[config.mk]
export PLATFORM = sky130hd
export DESIGN_NAME = vtg_prog_flat
export DESIGN_NICKNAME = d
export VERILOG_FILES = /design/src/rtl/vtg_prog_if.sv /design/src/rtl/vtg_prog.sv /design/src/flat_wrapper.sv
export SDC_FILE = /design/constraint.sdc
export NUM_CORES = 1
export LEC_CHECK = 0
export CAP_MARGIN = 30
export CORE_MARGIN = 1.5
export CORE_UTILIZATION = 55
export DETAILED_ROUTE_END_ITERATION = 10
export GPL_ROUTABILITY_DRIVEN = 0
export MAX_ROUTING_LAYER = met4
export PLACE_DENSITY_LB_ADDON = 0.25
export SYNTH_ARGS = -nofsm -noshare
export SYNTH_HDL_FRONTEND = slang
export SYNTH_SLANG_ARGS = --single-unit
[constraint.sdc]
create_clock -name clk -period 16.55 [get_ports clk]
set_input_delay 3.31 -clock clk [delete_from_list [all_inputs] [get_ports clk]]
set_output_delay 3.31 -clock clk [all_outputs]
set_load 0.01 [all_outputs]
[src/rtl/vtg_prog_if.sv]
// Configuration port of the programmable video timing generator: pending-register
// writes, commit request, and the commit status flags returned by the generator.
interface vtg_prog_if;
  logic        cfg_wr;
  logic [2:0]  cfg_addr;
  logic [15:0] cfg_wdata;
  logic        cfg_commit;
  logic        cfg_pending;
  logic        cfg_err;

  modport master (
    output cfg_wr, cfg_addr, cfg_wdata, cfg_commit,
    input  cfg_pending, cfg_err
  );

  modport slave (
    input  cfg_wr, cfg_addr, cfg_wdata, cfg_commit,
    output cfg_pending, cfg_err
  );
endinterface

[src/rtl/vtg_prog.sv]
// Programmable raster timing generator: free-running (sx,sy) counters with registered
// sync/de/sof/eol, and a double-buffered timing set that only changes at frame boundaries.
module vtg_prog #(
  parameter int X_WIDTH  = 12,
  parameter int Y_WIDTH  = 11,
  parameter int H_ACTIVE = 1920,
  parameter int H_FP     = 88,
  parameter int H_SYNC   = 44,
  parameter int H_TOTAL  = 2200,
  parameter int V_ACTIVE = 1080,
  parameter int V_FP     = 4,
  parameter int V_SYNC   = 5,
  parameter int V_TOTAL  = 1125,
  parameter bit HS_POL   = 1'b1,
  parameter bit VS_POL   = 1'b1
) (
  input  logic               clk,
  input  logic               rst_n,
  input  logic               en,
  vtg_prog_if.slave          cfg,
  output logic [X_WIDTH-1:0] sx,
  output logic [Y_WIDTH-1:0] sy,
  output logic               hsync,
  output logic               vsync,
  output logic               de,
  output logic               sof,
  output logic               eol,
  output logic               busy
);

  typedef enum logic [1:0] {IDLE, RUN, DRAIN} state_e;

  typedef struct packed {
    logic [X_WIDTH-1:0] h_active;
    logic [X_WIDTH-1:0] h_fp;
    logic [X_WIDTH-1:0] h_sync;
    logic [X_WIDTH-1:0] h_total;
    logic [Y_WIDTH-1:0] v_active;
    logic [Y_WIDTH-1:0] v_fp;
    logic [Y_WIDTH-1:0] v_sync;
    logic [Y_WIDTH-1:0] v_total;
  } timing_t;

  localparam timing_t RESET_TIMING = '{
    h_active: X_WIDTH'(H_ACTIVE), h_fp: X_WIDTH'(H_FP),
    h_sync:   X_WIDTH'(H_SYNC),   h_total: X_WIDTH'(H_TOTAL),
    v_active: Y_WIDTH'(V_ACTIVE), v_fp: Y_WIDTH'(V_FP),
    v_sync:   Y_WIDTH'(V_SYNC),   v_total: Y_WIDTH'(V_TOTAL)
  };

  // Sums of three fields are formed two bits wider so they can never wrap.
  localparam int XE = X_WIDTH + 2;
  localparam int YE = Y_WIDTH + 2;

  state_e             state_q, state_d;
  logic [X_WIDTH-1:0] sx_q, sx_d;
  logic [Y_WIDTH-1:0] sy_q, sy_d;
  timing_t            act_q, act_d;
  timing_t            pend_q, pend_d;
  logic               pending_q, pending_d;
  logic               err_q, err_d;
  logic               hsync_q, hsync_d;
  logic               vsync_q, vsync_d;
  logic               de_q, de_d;
  logic               sof_q, sof_d;
  logic               eol_q, eol_d;
  logic               busy_q, busy_d;

  logic               last_x, last_y, last_pix, apply, pend_ok, run_d;
  logic [XE-1:0]      h_sum, hs_lo, hs_hi;
  logic [YE-1:0]      v_sum, vs_lo, vs_hi;

  // NOTE: every variable gets a default at the top of the block so no path leaves it
  // unassigned; otherwise synthesis infers a latch to hold the old value.
  always_comb begin
    state_d   = state_q;
    sx_d      = sx_q;
    sy_d      = sy_q;
    act_d     = act_q;
    pend_d    = pend_q;
    pending_d = pending_q;
    err_d     = err_q;

    last_x   = (sx_q == act_q.h_total - X_WIDTH'(1));
    last_y   = (sy_q == act_q.v_total - Y_WIDTH'(1));
    last_pix = (state_q != IDLE) && last_x && last_y;

    h_sum   = {2'b00, pend_q.h_active} + {2'b00, pend_q.h_fp} + {2'b00, pend_q.h_sync};
    v_sum   = {2'b00, pend_q.v_active} + {2'b00, pend_q.v_fp} + {2'b00, pend_q.v_sync};
    pend_ok = (pend_q.h_active != '0) && (pend_q.h_sync != '0) &&
              (pend_q.h_total >= X_WIDTH'(2)) && (h_sum <= {2'b00, pend_q.h_total}) &&
              (pend_q.v_active != '0) && (pend_q.v_sync != '0) &&
              (pend_q.v_total >= Y_WIDTH'(2)) && (v_sum <= {2'b00, pend_q.v_total});

    if (cfg.cfg_wr) begin
      case (cfg.cfg_addr)
        3'd0:    pend_d.h_active = cfg.cfg_wdata[X_WIDTH-1:0];
        3'd1:    pend_d.h_fp     = cfg.cfg_wdata[X_WIDTH-1:0];
        3'd2:    pend_d.h_sync   = cfg.cfg_wdata[X_WIDTH-1:0];
        3'd3:    pend_d.h_total  = cfg.cfg_wdata[X_WIDTH-1:0];
        3'd4:    pend_d.v_active = cfg.cfg_wdata[Y_WIDTH-1:0];
        3'd5:    pend_d.v_fp     = cfg.cfg_wdata[Y_WIDTH-1:0];
        3'd6:    pend_d.v_sync   = cfg.cfg_wdata[Y_WIDTH-1:0];
        default: pend_d.v_total  = cfg.cfg_wdata[Y_WIDTH-1:0];
      endcase
    end

    // The applied set is the registered pending set, so a same-cycle write misses it.
    apply = pending_q && ((state_q == IDLE) || last_pix);
    if (apply) begin
      pending_d = 1'b0;
      if (pend_ok) begin
        act_d = pend_q;
        err_d = 1'b0;
      end else begin
        err_d = 1'b1;
      end
    end else if (cfg.cfg_commit) begin
      pending_d = 1'b1;
    end

    case (state_q)
      IDLE: if (en) state_d = RUN;
      default: begin
        if (last_pix && !en) begin
          state_d = IDLE;
          sx_d    = '0;
          sy_d    = '0;
        end else begin
          state_d = en ? RUN : DRAIN;
          if (last_x) begin
            sx_d = '0;
            sy_d = last_y ? '0 : sy_q + Y_WIDTH'(1);
          end else begin
            sx_d = sx_q + X_WIDTH'(1);
          end
        end
      end
    endcase

    // Outputs are decoded from the next position under the timing that will be active.
    run_d  = (state_d != IDLE);
    hs_lo  = {2'b00, act_d.h_active} + {2'b00, act_d.h_fp};
    hs_hi  = hs_lo + {2'b00, act_d.h_sync};
    vs_lo  = {2'b00, act_d.v_active} + {2'b00, act_d.v_fp};
    vs_hi  = vs_lo + {2'b00, act_d.v_sync};

    hsync_d = (run_d && ({2'b00, sx_d} >= hs_lo) && ({2'b00, sx_d} < hs_hi)) ? HS_POL : ~HS_POL;
    vsync_d = (run_d && ({2'b00, sy_d} >= vs_lo) && ({2'b00, sy_d} < vs_hi)) ? VS_POL : ~VS_POL;
    de_d    = run_d && (sx_d < act_d.h_active) && (sy_d < act_d.v_active);
    sof_d   = run_d && (sx_d == '0) && (sy_d == '0);
    eol_d   = run_d && (sx_d == act_d.h_total - X_WIDTH'(1));
    busy_d  = run_d;
  end

  // NOTE: sequential state uses non-blocking assignments so every flop samples the
  // pre-edge values regardless of statement order.
  // NOTE: the timing sets are a handful of flops, not a memory array, so they are
  // reset like any other state and come up holding the parameter timing.
  always_ff @(posedge clk or negedge rst_n) begin
    if (!rst_n) begin
      state_q   <= IDLE;
      sx_q      <= '0;
      sy_q      <= '0;
      act_q     <= RESET_TIMING;
      pend_q    <= RESET_TIMING;
      pending_q <= 1'b0;
      err_q     <= 1'b0;
      hsync_q   <= ~HS_POL;
      vsync_q   <= ~VS_POL;
      de_q      <= 1'b0;
      sof_q     <= 1'b0;
      eol_q     <= 1'b0;
      busy_q    <= 1'b0;
    end else begin
      state_q   <= state_d;
      sx_q      <= sx_d;
      sy_q      <= sy_d;
      act_q     <= act_d;
      pend_q    <= pend_d;
      pending_q <= pending_d;
      err_q     <= err_d;
      hsync_q   <= hsync_d;
      vsync_q   <= vsync_d;
      de_q      <= de_d;
      sof_q     <= sof_d;
      eol_q     <= eol_d;
      busy_q    <= busy_d;
    end
  end

  assign sx              = sx_q;
  assign sy              = sy_q;
  assign hsync           = hsync_q;
  assign vsync           = vsync_q;
  assign de              = de_q;
  assign sof             = sof_q;
  assign eol             = eol_q;
  assign busy            = busy_q;
  assign cfg.cfg_pending = pending_q;
  assign cfg.cfg_err     = err_q;

endmodule

[src/flat_wrapper.sv]
// flat-port wrapper written by rule: the top's interface ports become plain ports
module vtg_prog_flat 
#(
  parameter int X_WIDTH  = 12,
  parameter int Y_WIDTH  = 11,
  parameter int H_ACTIVE = 1920,
  parameter int H_FP     = 88,
  parameter int H_SYNC   = 44,
  parameter int H_TOTAL  = 2200,
  parameter int V_ACTIVE = 1080,
  parameter int V_FP     = 4,
  parameter int V_SYNC   = 5,
  parameter int V_TOTAL  = 1125,
  parameter bit HS_POL   = 1'b1,
  parameter bit VS_POL   = 1'b1
)
  (clk, rst_n, en, sx, sy, hsync, vsync, de, sof, eol, busy, cfg_cfg_wr, cfg_cfg_addr, cfg_cfg_wdata, cfg_cfg_commit, cfg_cfg_pending, cfg_cfg_err);
  vtg_prog_if cfg_i ();
  input  logic clk;
  input  logic rst_n;
  input  logic en;
  output logic [X_WIDTH-1:0] sx;
  output logic [Y_WIDTH-1:0] sy;
  output logic hsync;
  output logic vsync;
  output logic de;
  output logic sof;
  output logic eol;
  output logic busy;
  input wire logic [$bits(cfg_i.cfg_wr)-1:0] cfg_cfg_wr;
  input wire logic [$bits(cfg_i.cfg_addr)-1:0] cfg_cfg_addr;
  input wire logic [$bits(cfg_i.cfg_wdata)-1:0] cfg_cfg_wdata;
  input wire logic [$bits(cfg_i.cfg_commit)-1:0] cfg_cfg_commit;
  output wire logic [$bits(cfg_i.cfg_pending)-1:0] cfg_cfg_pending;
  output wire logic [$bits(cfg_i.cfg_err)-1:0] cfg_cfg_err;
  assign cfg_i.cfg_wr = cfg_cfg_wr;
  assign cfg_i.cfg_addr = cfg_cfg_addr;
  assign cfg_i.cfg_wdata = cfg_cfg_wdata;
  assign cfg_i.cfg_commit = cfg_cfg_commit;
  assign cfg_cfg_pending = cfg_i.cfg_pending;
  assign cfg_cfg_err = cfg_i.cfg_err;
  vtg_prog #(.X_WIDTH(X_WIDTH), .Y_WIDTH(Y_WIDTH), .H_ACTIVE(H_ACTIVE), .H_FP(H_FP), .H_SYNC(H_SYNC), .H_TOTAL(H_TOTAL), .V_ACTIVE(V_ACTIVE), .V_FP(V_FP), .V_SYNC(V_SYNC), .V_TOTAL(V_TOTAL), .HS_POL(HS_POL), .VS_POL(VS_POL)) u_core (.clk(clk), .rst_n(rst_n), .en(en), .cfg(cfg_i), .sx(sx), .sy(sy), .hsync(hsync), .vsync(vsync), .de(de), .sof(sof), .eol(eol), .busy(busy));
endmodule
==> metrics <==
Worst-Skew Late Latency=0.55 ns; H-Tree Depth=1; DIE WIDTH=between 150 and 200 µm; Design Area, Final=around 18000 µm²; grt ovf=0; final setup violation count=0; CP Launch Type=flip-flop; Synth area leader=dfrtp_1; area grow syn2layout=11.6%; top cells by count, synth=237 x nand2_1, 186 x ha_1, 165 x dfrtp_1; crit path kind=flip-flop to flip-flop; Post CTS Setup Buffer Count=0; DIE HEIGHT=172 µm; detailed placement HPWL=a little over 30 mm; TritonCTS clock tree=done; ys async rst share=100%; FMAX=around 94 MHz; diode count=0; crit-path max FO=between 60 and 70; Post-synth EDFFs=0; CTS Hold Bufs=0; Clk pin slew, worst setup/hold paths=0.06 ns; # DRC=0; sequential cell area=about 5500 µm²; Total Wirelength=about 41 mm; via count=~13000; Detailed Route Iter0 Violations=~1000; std cell rows=61; Tmin final=10.63 ns; Post-Syn Area=between 15000 and 20000 µm²; maximum vdd drop=slightly below 0.08 mV; all-layer global routing usage=29.1%; Final WS setup=5.92 ns; CP peak stage delay=0.73 ns; Max Slew Vio Count=0; first-pass GRT wire length=between 60 and 70 mm; multi-input logic area=between 9000 and 10000 µm²; final hold viol count=0; CTS buffer count=24; setup TNS=0 ns; syn nets=roughly 1900; max-cap violations=0; status=complete, no violations; clock net sink count=between 200 and 250; Crit. End Element=flip-flop; Nets=roughly 2000; clk root buf=clkbuf_16; post_cts resized=0; die area=approximately 30000 µm²; CP Data Arrival Time=between 10 and 15 ns; core area=roughly 28000 µm²; worst rel slew slack=between 30% and 40%; Post-DRT Antenna Nets=0; post-synthesis sequential area ratio=between 30% and 40%; Syn Area/Cell=just over 9 µm²; area post-placement=roughly 17000 µm²; Yosys cell types=78; P_leak=8.47 nW; hold_ws=between 0.4 and 0.5 ns; Worst Tran Pin Value=approximately 1.0 ns; Hold Path Class=flip-flop to flip-flop; CTS max path bufs=3; # fillers=2375; skew final=just under 0.03 ns; vias per cell=5.88; Synth top area share=a little over a quarter; worst-path cell with the longest stage delay=a2111oi_0; share of post-route cells with drive strength above 1=between 10% and 20%; Port Buf Inserts=50; Required @ worst endpoint=16.97 ns; synth top area cells=dfrtp_1 26%, ha_1 15%, dfstp_2 8.7%; drt pass-1 iters=5; Post-Synthesis Cells=~1700; DR WL/cell=19.1 µm; RSZ-0062 raised after global routing=false; Final Power=4.15 mW; vias in the first global route=approximately 12000; count leader, synth=nand2_1; final worst path period share=64.2%; initial core utilization=around 56%; number of antenna violations at the first check in global routing=0; pre-CTS setup slack=roughly 6.1 ns; largest net degree at the start of global routing=97; top_reg_cell synth=dfrtp_1; power density over cell area=236 nW/µm²; Synth Register Bits=around 220; Ys Warns=0; I/O Pins=55
==> stage by stage <==
stage | instances | util (%)
after global placement | 2085 | 59.6
after global routing | 2132 | 62.8
after CTS | 2131 | 62.7
after detailed placement | 2087 | 59.7
final | 2132 | 62.8
after floorplan | 1684 | -
==> sequential cells by signal, summed over array words and instances (netlist names) <==
signal and count:
u_core.sof 1, u_core.de 1, u_core.busy 1, u_core.act_q 92, u_core.eol 1, u_core.cfg.cfg_err 1
u_core.hsync 1, u_core.cfg.cfg_pending 1, u_core.sy 11, u_core.vsync 1, u_core.state_q 2, u_core.sx 12
u_core.pend_q 92
==> kinds of logic (layout without fill, tap and decap cells) <==
group / Yosys count / count (layout) / share of synthesized area (%)
XOR/XNOR: 126 / 126 / 7.15
buffers and inverters: 170 / 240 / 4.15
flip-flops: 217 / 217 / 34.9
multiplexers: 120 / 120 / 8.56
AO/OA/AOI/OAI: 322 / 322 / 13.2
adder cells (fa/ha/maj): 198 / 198 / 16.1
AND/OR/NAND/NOR: 531 / 531 / 15.9
==> where the power goes <==
part / internal, mW / switching (mW) / total [mW]
clock: 0.351 / 0.224 / 0.575
sequential: 0.708 / 0.147 / 0.855
combinational: 1.21 / 1.51 / 2.72
total: 2.27 / 1.88 / 4.15
==> path summary, 6_finish.rpt <==
path | start | end | cells past startpoint | slack, ns
max | u_core.pend_q[33] | u_core.hsync | 42 | 5.92
min | u_core.act_q[72] | u_core.act_q[72] | 2 | 0.47
max reg2reg | u_core.pend_q[33] | u_core.hsync | 42 | 5.92
min reg2reg | u_core.act_q[72] | u_core.act_q[72] | 2 | 0.47
max in group asynchronous | rst_n | u_core.pend_q[36] | 4 | 12.11
min in group asynchronous | rst_n | u_core.sx[2] | 1 | 2.76
==> layout make-up <==
class                   instances  share of cell area, %
multi-input cells            1297                   54.7
flip-flops and latches        217                   31.3
clock buffers                  38                   4.19
repair buffers                 66                   3.72
inverters                     130                   2.78
well taps                     378                   2.70
clock inverters                 6                  0.635
==> worst max-delay path, delay by kind of cell (launching register included) <==
family / cells / cell delay (ns)
AO/OA/AOI/OAI: 21 / 5.21
adder cells (fa/ha/maj): 8 / 2.59
AND/OR/NAND/NOR: 7 / 0.95
XOR/XNOR: 4 / 0.64
flip-flops: 1 / 0.43
buffers and inverters: 1 / 0.40
multiplexers: 1 / 0.27
==> cells in the final DEF (no fill, tap or decap), types with 39 or more instances in the layout <==
cell type	n
a21o_1	39
a21oi_1	91
clkdlybuf4s50_1	49
dfrtp_1	165
dfstp_2	52
ha_1	186
inv_1	129
mux2_2	98
nand2_1	237
nor2_1	90
o21ai_0	79
xnor2_1	84
xor2_1	40
==> metal layers <==
metal	GRT usage, %	routed length [µm]	vias to the layer above
li1	-	-	6025
met3	4.37	2740	72
met5	-	0	-
met1	40.9	19200	6044
met4	8.20	1090	0
met2	43.7	17700	402
No activity file was read; power rests on OpenSTA's default activity.
==> RTL edit 1, RTL diff (config.mk and constraints unchanged) <==
`Y_WIDTH` is set to 11 in 2 places; all go to 13.
--- a/src/rtl/vtg_prog.sv
+++ b/src/rtl/vtg_prog.sv
@@ -2,7 +2,7 @@
 // sync/de/sof/eol, and a double-buffered timing set that only changes at frame boundaries.
 module vtg_prog #(
   parameter int X_WIDTH  = 12,
-  parameter int Y_WIDTH  = 11,
+  parameter int Y_WIDTH  = 13,
   parameter int H_ACTIVE = 1920,
   parameter int H_FP     = 88,
   parameter int H_SYNC   = 44,
--- a/src/flat_wrapper.sv
+++ b/src/flat_wrapper.sv
@@ -2,7 +2,7 @@
 module vtg_prog_flat 
 #(
   parameter int X_WIDTH  = 12,
-  parameter int Y_WIDTH  = 11,
+  parameter int Y_WIDTH  = 13,
   parameter int H_ACTIVE = 1920,
   parameter int H_FP     = 88,
   parameter int H_SYNC   = 44,
Interface: changed (resized sy); port bits go from 55 to 57. No check against the original RTL was run, so the function may have changed too.
==> RTL edit 1 against the original RTL <==
  * Non-clock buffer count increased by 2
  * Wire length increased by 11%
  * Largest cell class unchanged
  * Sequential cell count increased by 18
  * Cell count increased by 6.3%
  * Combinational power about the same
  * Area after synthesis increased by 7.7%
  * Critical path depth increased by 5
  * Total power increased by 2.8%
  * Design area increased by 7.7%
  * Utilization decreased by 0.73 points
  * Worst setup slack got worse by 0.28 ns
==> RTL edit 1: results (changes against the original RTL) <==
* Number of instances in the placed design: 2213 (+6.0%)
- Instance count of the mapped netlist: 1792 (+6.4%)
* Drt wl/cell: 19.9 µm (+4.5%)
* Max frequency: 91.7 MHz (-2.5%)
- Sequential-to-total area share from yosys stat: 35.1% (+0.15 points)
- The overall global routing resource usage was 29.7% (+0.61 points).
- The fraction of standard cell area in multi-input logic is 54.5% (-0.19 points).
* Fill cells: 2537 (+6.8%)
- The number of nets in the synthesized netlist is 2029 (+6.7%).
- Via count: 13395 (+6.8%)
* TritonCTS buffer count: 27 (+13%)
* Reg-to-reg startpoint: u_core.pend_q[39]$_DFFE_PN0P_
- Top area cells in the synthesized netlist: sky130_fd_sc_hd__dfrtp_1 27%, sky130_fd_sc_hd__ha_1 15%, sky130_fd_sc_hd__dfstp_2 8.1%
- The standard cell area after detailed placement is 17900 µm² (+7.5%).
- The leakage power figure was 9.08 nW (+7.1%).
- The global-route track usage on met1 was 42.4% (+1.5 points).
* Seq/total area: 31.5% (+0.16 points)
- The run finished with clean final reports.
* Placement Setup Slack: 5.75 ns (-0.342 ns)
- Ranked by instance count, the synthesized netlist is headed by 265 x sky130_fd_sc_hd__nand2_1, 205 x sky130_fd_sc_hd__ha_1, 183 x sky130_fd_sc_hd__dfrtp_1.
* Post-synthesis share of cell area spent on full adders, half adders and majority gates: 16.1% (about the same)
- The number of global-route vias before repair is 13268 (+8.1%).
- Global-route wire length before repair: 71100 µm (+9.7%)
- #MultiIn Comb: 1368 (+5.5%)
- The core footprint was 30400 µm² (+8.9%).
- Fin Clk Skew: 0.0295 ns (-0.000134 ns)
- The clock buffer and inverter area fraction after layout came to 5.00% (+0.17 points).
- Net count reported at finish: 2084 (+6.7%)
* Worst slew slack as a fraction of its limit: 31.7% (+0.44 points)
* Multiplexer fraction of the synthesized cell area: 7.81% (-0.75 points)
- Wire length after detailed routing: 45200 µm (+11%)
- The pin count of the biggest net entering global routing came to 117 (+21%).
- In this run the most critical hold path is launched from u_core.act_q[15]$_DFF_PN1_.
- Number of non-clock buffers in the layout: 68 (+3.0%)
- The area taken by multi-input logic gates is 10300 µm² (+7.3%).
* Met3 demand-to-capacity share in global routing: 3.03% (-1.3 points)
- Clock buffer cells: 39 (+2.6%)
-- RTL edit 1: per-layer routing --
| layer | part of all wire (%) | up-vias |
|---|---|---|
| met5 | 0 | - |
| met2 | 43 | 380 |
| met1 | 48 | 6486 |
| met3 | 5.6 | 82 |
| li1 | - | 6447 |
| met4 | 3.3 | 0 |
-- RTL edit 1: worst paths after layout --
kind,slack (ns),cells after the start,to
min in group asynchronous,2.80,1,u_core.act_q[16]$_DFF_PN0_
min reg2reg,0.48,2,u_core.act_q[15]$_DFF_PN1_
min,0.48,2,u_core.act_q[15]$_DFF_PN1_
max reg2reg,5.65,47,u_core.vsync$_DFF_PN0_
max in group asynchronous,12.24,2,u_core.act_q[36]$_DFF_PN0_
max,5.65,47,u_core.vsync$_DFF_PN0_
-- RTL edit 1: power breakdown --
part	switching (mW)	internal (mW)
Combinational	1.51	1.21
Sequential	0.147	0.770
Clock	0.252	0.373
==> RTL edit 2, RTL diff (same settings) <==
Without the edit above. Make the reset (`rst_n`) synchronous in one clocked block.
--- a/src/rtl/vtg_prog.sv
+++ b/src/rtl/vtg_prog.sv
@@ -157,7 +157,7 @@
   // pre-edge values regardless of statement order.
   // NOTE: the timing sets are a handful of flops, not a memory array, so they are
   // reset like any other state and come up holding the parameter timing.
-  always_ff @(posedge clk or negedge rst_n) begin
+  always_ff @(posedge clk) begin
     if (!rst_n) begin
       state_q   <= IDLE;
       sx_q      <= '0;
Function: differs if rst_n is asserted again (counterexample within 4 cycles, from zero or initial values and one cycle with rst_n low); with rst_n held inactive, the same outputs for 4 cycles.
==> RTL edit 2 against the original RTL <==
  * Clock skew up 0.0024 ns
  * Wire length up 6.5%
  * Highest routed layer unchanged
  * Worst setup slack better by 0.50 ns
  * Sequential cell count unchanged
  * Area after synthesis down 2.0%
  * Design area down 2.5%
Power is not compared: it rests on default switching activity, and its combinational part moved more than twofold at a synthesized area within 25%.
==> RTL edit 2: results (changes against the original RTL) <==
- The count of buffers added by post-CTS timing repair for setup is 0 (unchanged).
- The slowest stage of the critical path belongs to the cell sky130_fd_sc_hd__buf_4.
- Synth Area per Inst: 8.13 µm² (-13%)
- Yosys Warn Count: 0 (unchanged)
* CTS Root Buffer Type: sky130_fd_sc_hd__clkbuf_16
- By count the netlist is led by 242 x sky130_fd_sc_hd__nand2_1, 217 x sky130_fd_sc_hd__dfxtp_1, 188 x sky130_fd_sc_hd__ha_1.
- TritonCTS buffer count: 26 (+8.3%)
* Met2 track utilization from global routing: 51.2% (+7.5 points)
- Layer with the highest usage after global routing: met2
- Final HPWL from detailed placement: 32400 µm (+4.2%)
- Drt wl/cell: 18.8 µm (-1.5%)
* Clock Path Buffers: 3 (unchanged)
* GR met1 Demand/Resource: 40.5% (-0.38 points)
- Outcome: finished clean
* H-Tree Depth: 1 (unchanged)
* Clock slew at reported path FFs: 0.06 ns (about the same)
* Number of gates resized after cts: 0 (unchanged)
* Number of instances in the placed design: 2257 (+8.1%)
* Number of library cell types mapped by synthesis: 75 (-3.8%)
- Summed over all cells, the static leakage comes to 7.76 nW.
- Largest stage delay on the critical path: 0.69 ns (-0.04 ns)
- Maximum fanout along the worst path: 72 (+16%)
* Vias in the first global route: 13011 (+6.0%)
- The first-pass GRT wire length was 68800 µm (+6.2%).
* Count of input and output buffers: 50 (unchanged)
- Later-pin clock latency in the skew report: 0.56 ns
- Worst hold path type: reg -> reg
- The count of TritonRoute iterations in the first routing pass was 5 (unchanged).
- Antenna violations before repair: 0 (unchanged)
* Async set-reset flop share out of synthesis: 0% (-100 points)
* Vias/cell: 5.89 (+0.13%)
- Overall Global Routing Usage: 31.0% (+1.9 points)
* Met3 demand-to-capacity share in global routing: 2.91% (-1.5 points)
- Share of cells above drive strength 1: 6.95% (-6.1 points)
- Top area cells in the synthesized netlist: sky130_fd_sc_hd__dfxtp_1 28%, sky130_fd_sc_hd__ha_1 15%, sky130_fd_sc_hd__nand2_1 5.9%
- Wire length after detailed routing: 43400 µm (+6.5%)
- Number of nets produced by synthesis: 2116 (+11%)
* Sequential-to-total area share from yosys stat: 28.2% (-6.8 points)
* Internal power summed over all cells: 1.03 mW
- Diode insertion count for antenna repair: 0 (unchanged)
* Highest ir drop seen on vdd: slightly above 0.08 mV
* Most used flip-flop cell after synthesis: sky130_fd_sc_hd__dfxtp_1
- The critical path arrival came to 10.53 ns (-0.51 ns).
- The normalized max-slew margin is 34.3% (+3.1 points).
- The setup clock skew after layout came to 0.0321 ns (+0.00240 ns).
- The number of DRC markers in iteration 0 was 1084 (+5.9%).
- Maximum number of pins on one net before global-route repair: 87 (-10%)
==> RTL edit 2: path summary, 6_finish.rpt <==
| check | startpoint | endpoint | slack [ns] | depth (start not counted) |
|---|---|---|---|---|
| worst max-delay path | u_core.pend_q[33]$_SDFFE_PN0P_ | u_core.hsync$_SDFF_PN0_ | 6.42 | 42 |
| worst min-delay path | u_core.pend_q[7]$_SDFFE_PN0P_ | u_core.pend_q[7]$_SDFFE_PN0P_ | 0.48 | 2 |
| worst max register to register | u_core.pend_q[33]$_SDFFE_PN0P_ | u_core.hsync$_SDFF_PN0_ | 6.42 | 42 |
| worst min register to register | u_core.pend_q[7]$_SDFFE_PN0P_ | u_core.pend_q[7]$_SDFFE_PN0P_ | 0.48 | 2 |
==> RTL edit 2: layout make-up <==
type / count / area, µm²
well taps: 378 / 473
repair buffers: 69 / 631
multi-input cells: 1461 / 10200
clock buffers: 34 / 721
inverters: 133 / 502
flip-flops and latches: 217 / 4340
clock inverters: 13 / 221
fillers: 2408 / 10600
==> RTL edit 2: worst max-delay path, delay by kind of cell (launching register included) <==
family,cells,cell delay [ns]
DFF,1,0.36
adders and majority gates,8,2.56
and+or+nand+nor,11,1.60
muxes,1,0.44
buffers and inverters,1,0.69
AOI/OAI and AO/OA,19,3.58
xor gates and xnor gates,2,0.57
==> RTL edit 2: power by group through the flow <==
| stage | Sequential [mW] | Clock (mW) | Combinational (mW) |
|---|---|---|---|
| 2_1_floorplan | 0.554 | 0 | 0.195 |
| 3_3_place_gp | 0.560 | 0 | 0.243 |
| 3_5_place_dp | 0.560 | 0 | 0.252 |
| 4_1_cts | 0.549 | 0.628 | 0.254 |
| 5_1_grt | 0.550 | 0.649 | 0.284 |
| 6_report | 0.549 | 0.622 | 0.258 |
==> RTL edit 2: per-layer routing <==
metal / routed length, µm / vias to the layer above
met1: 20100 / 6428
met3: 2170 / 82
li1: - / 6632
met4: 1160 / 0
met5: 0 / -
met2: 20000 / 437
==> RTL edit 2: cell families (layout without fill, tap and decap cells) <==
kind of cell | count (synthesis) | after routing | share of synthesized area [%]
fa+ha+maj | 196 | 196 | 16.3
mux | 77 | 77 | 5.37
simple gates | 655 | 655 | 20.4
flops | 217 | 217 | 28.2
buf+inv | 218 | 249 | 5.60
compound gates | 389 | 389 | 15.8
xor+xnor | 144 | 144 | 8.36
==> RTL edit 2: metrics by stage <==
stage	utilization [%]	worst slack [ns]	hold slack, ns	total power, mW	area, µm²
finish	61.7	6.42	0.477	1.43	17100
global placement	58.3	6.90	0.446	0.803	16100
global route	61.7	5.74	0.491	1.48	17100
detailed placement	58.3	6.65	0.465	0.812	16200
CTS	61.7	6.59	0.473	1.43	17100
floorplan	-	8.11	0.436	0.749	15400
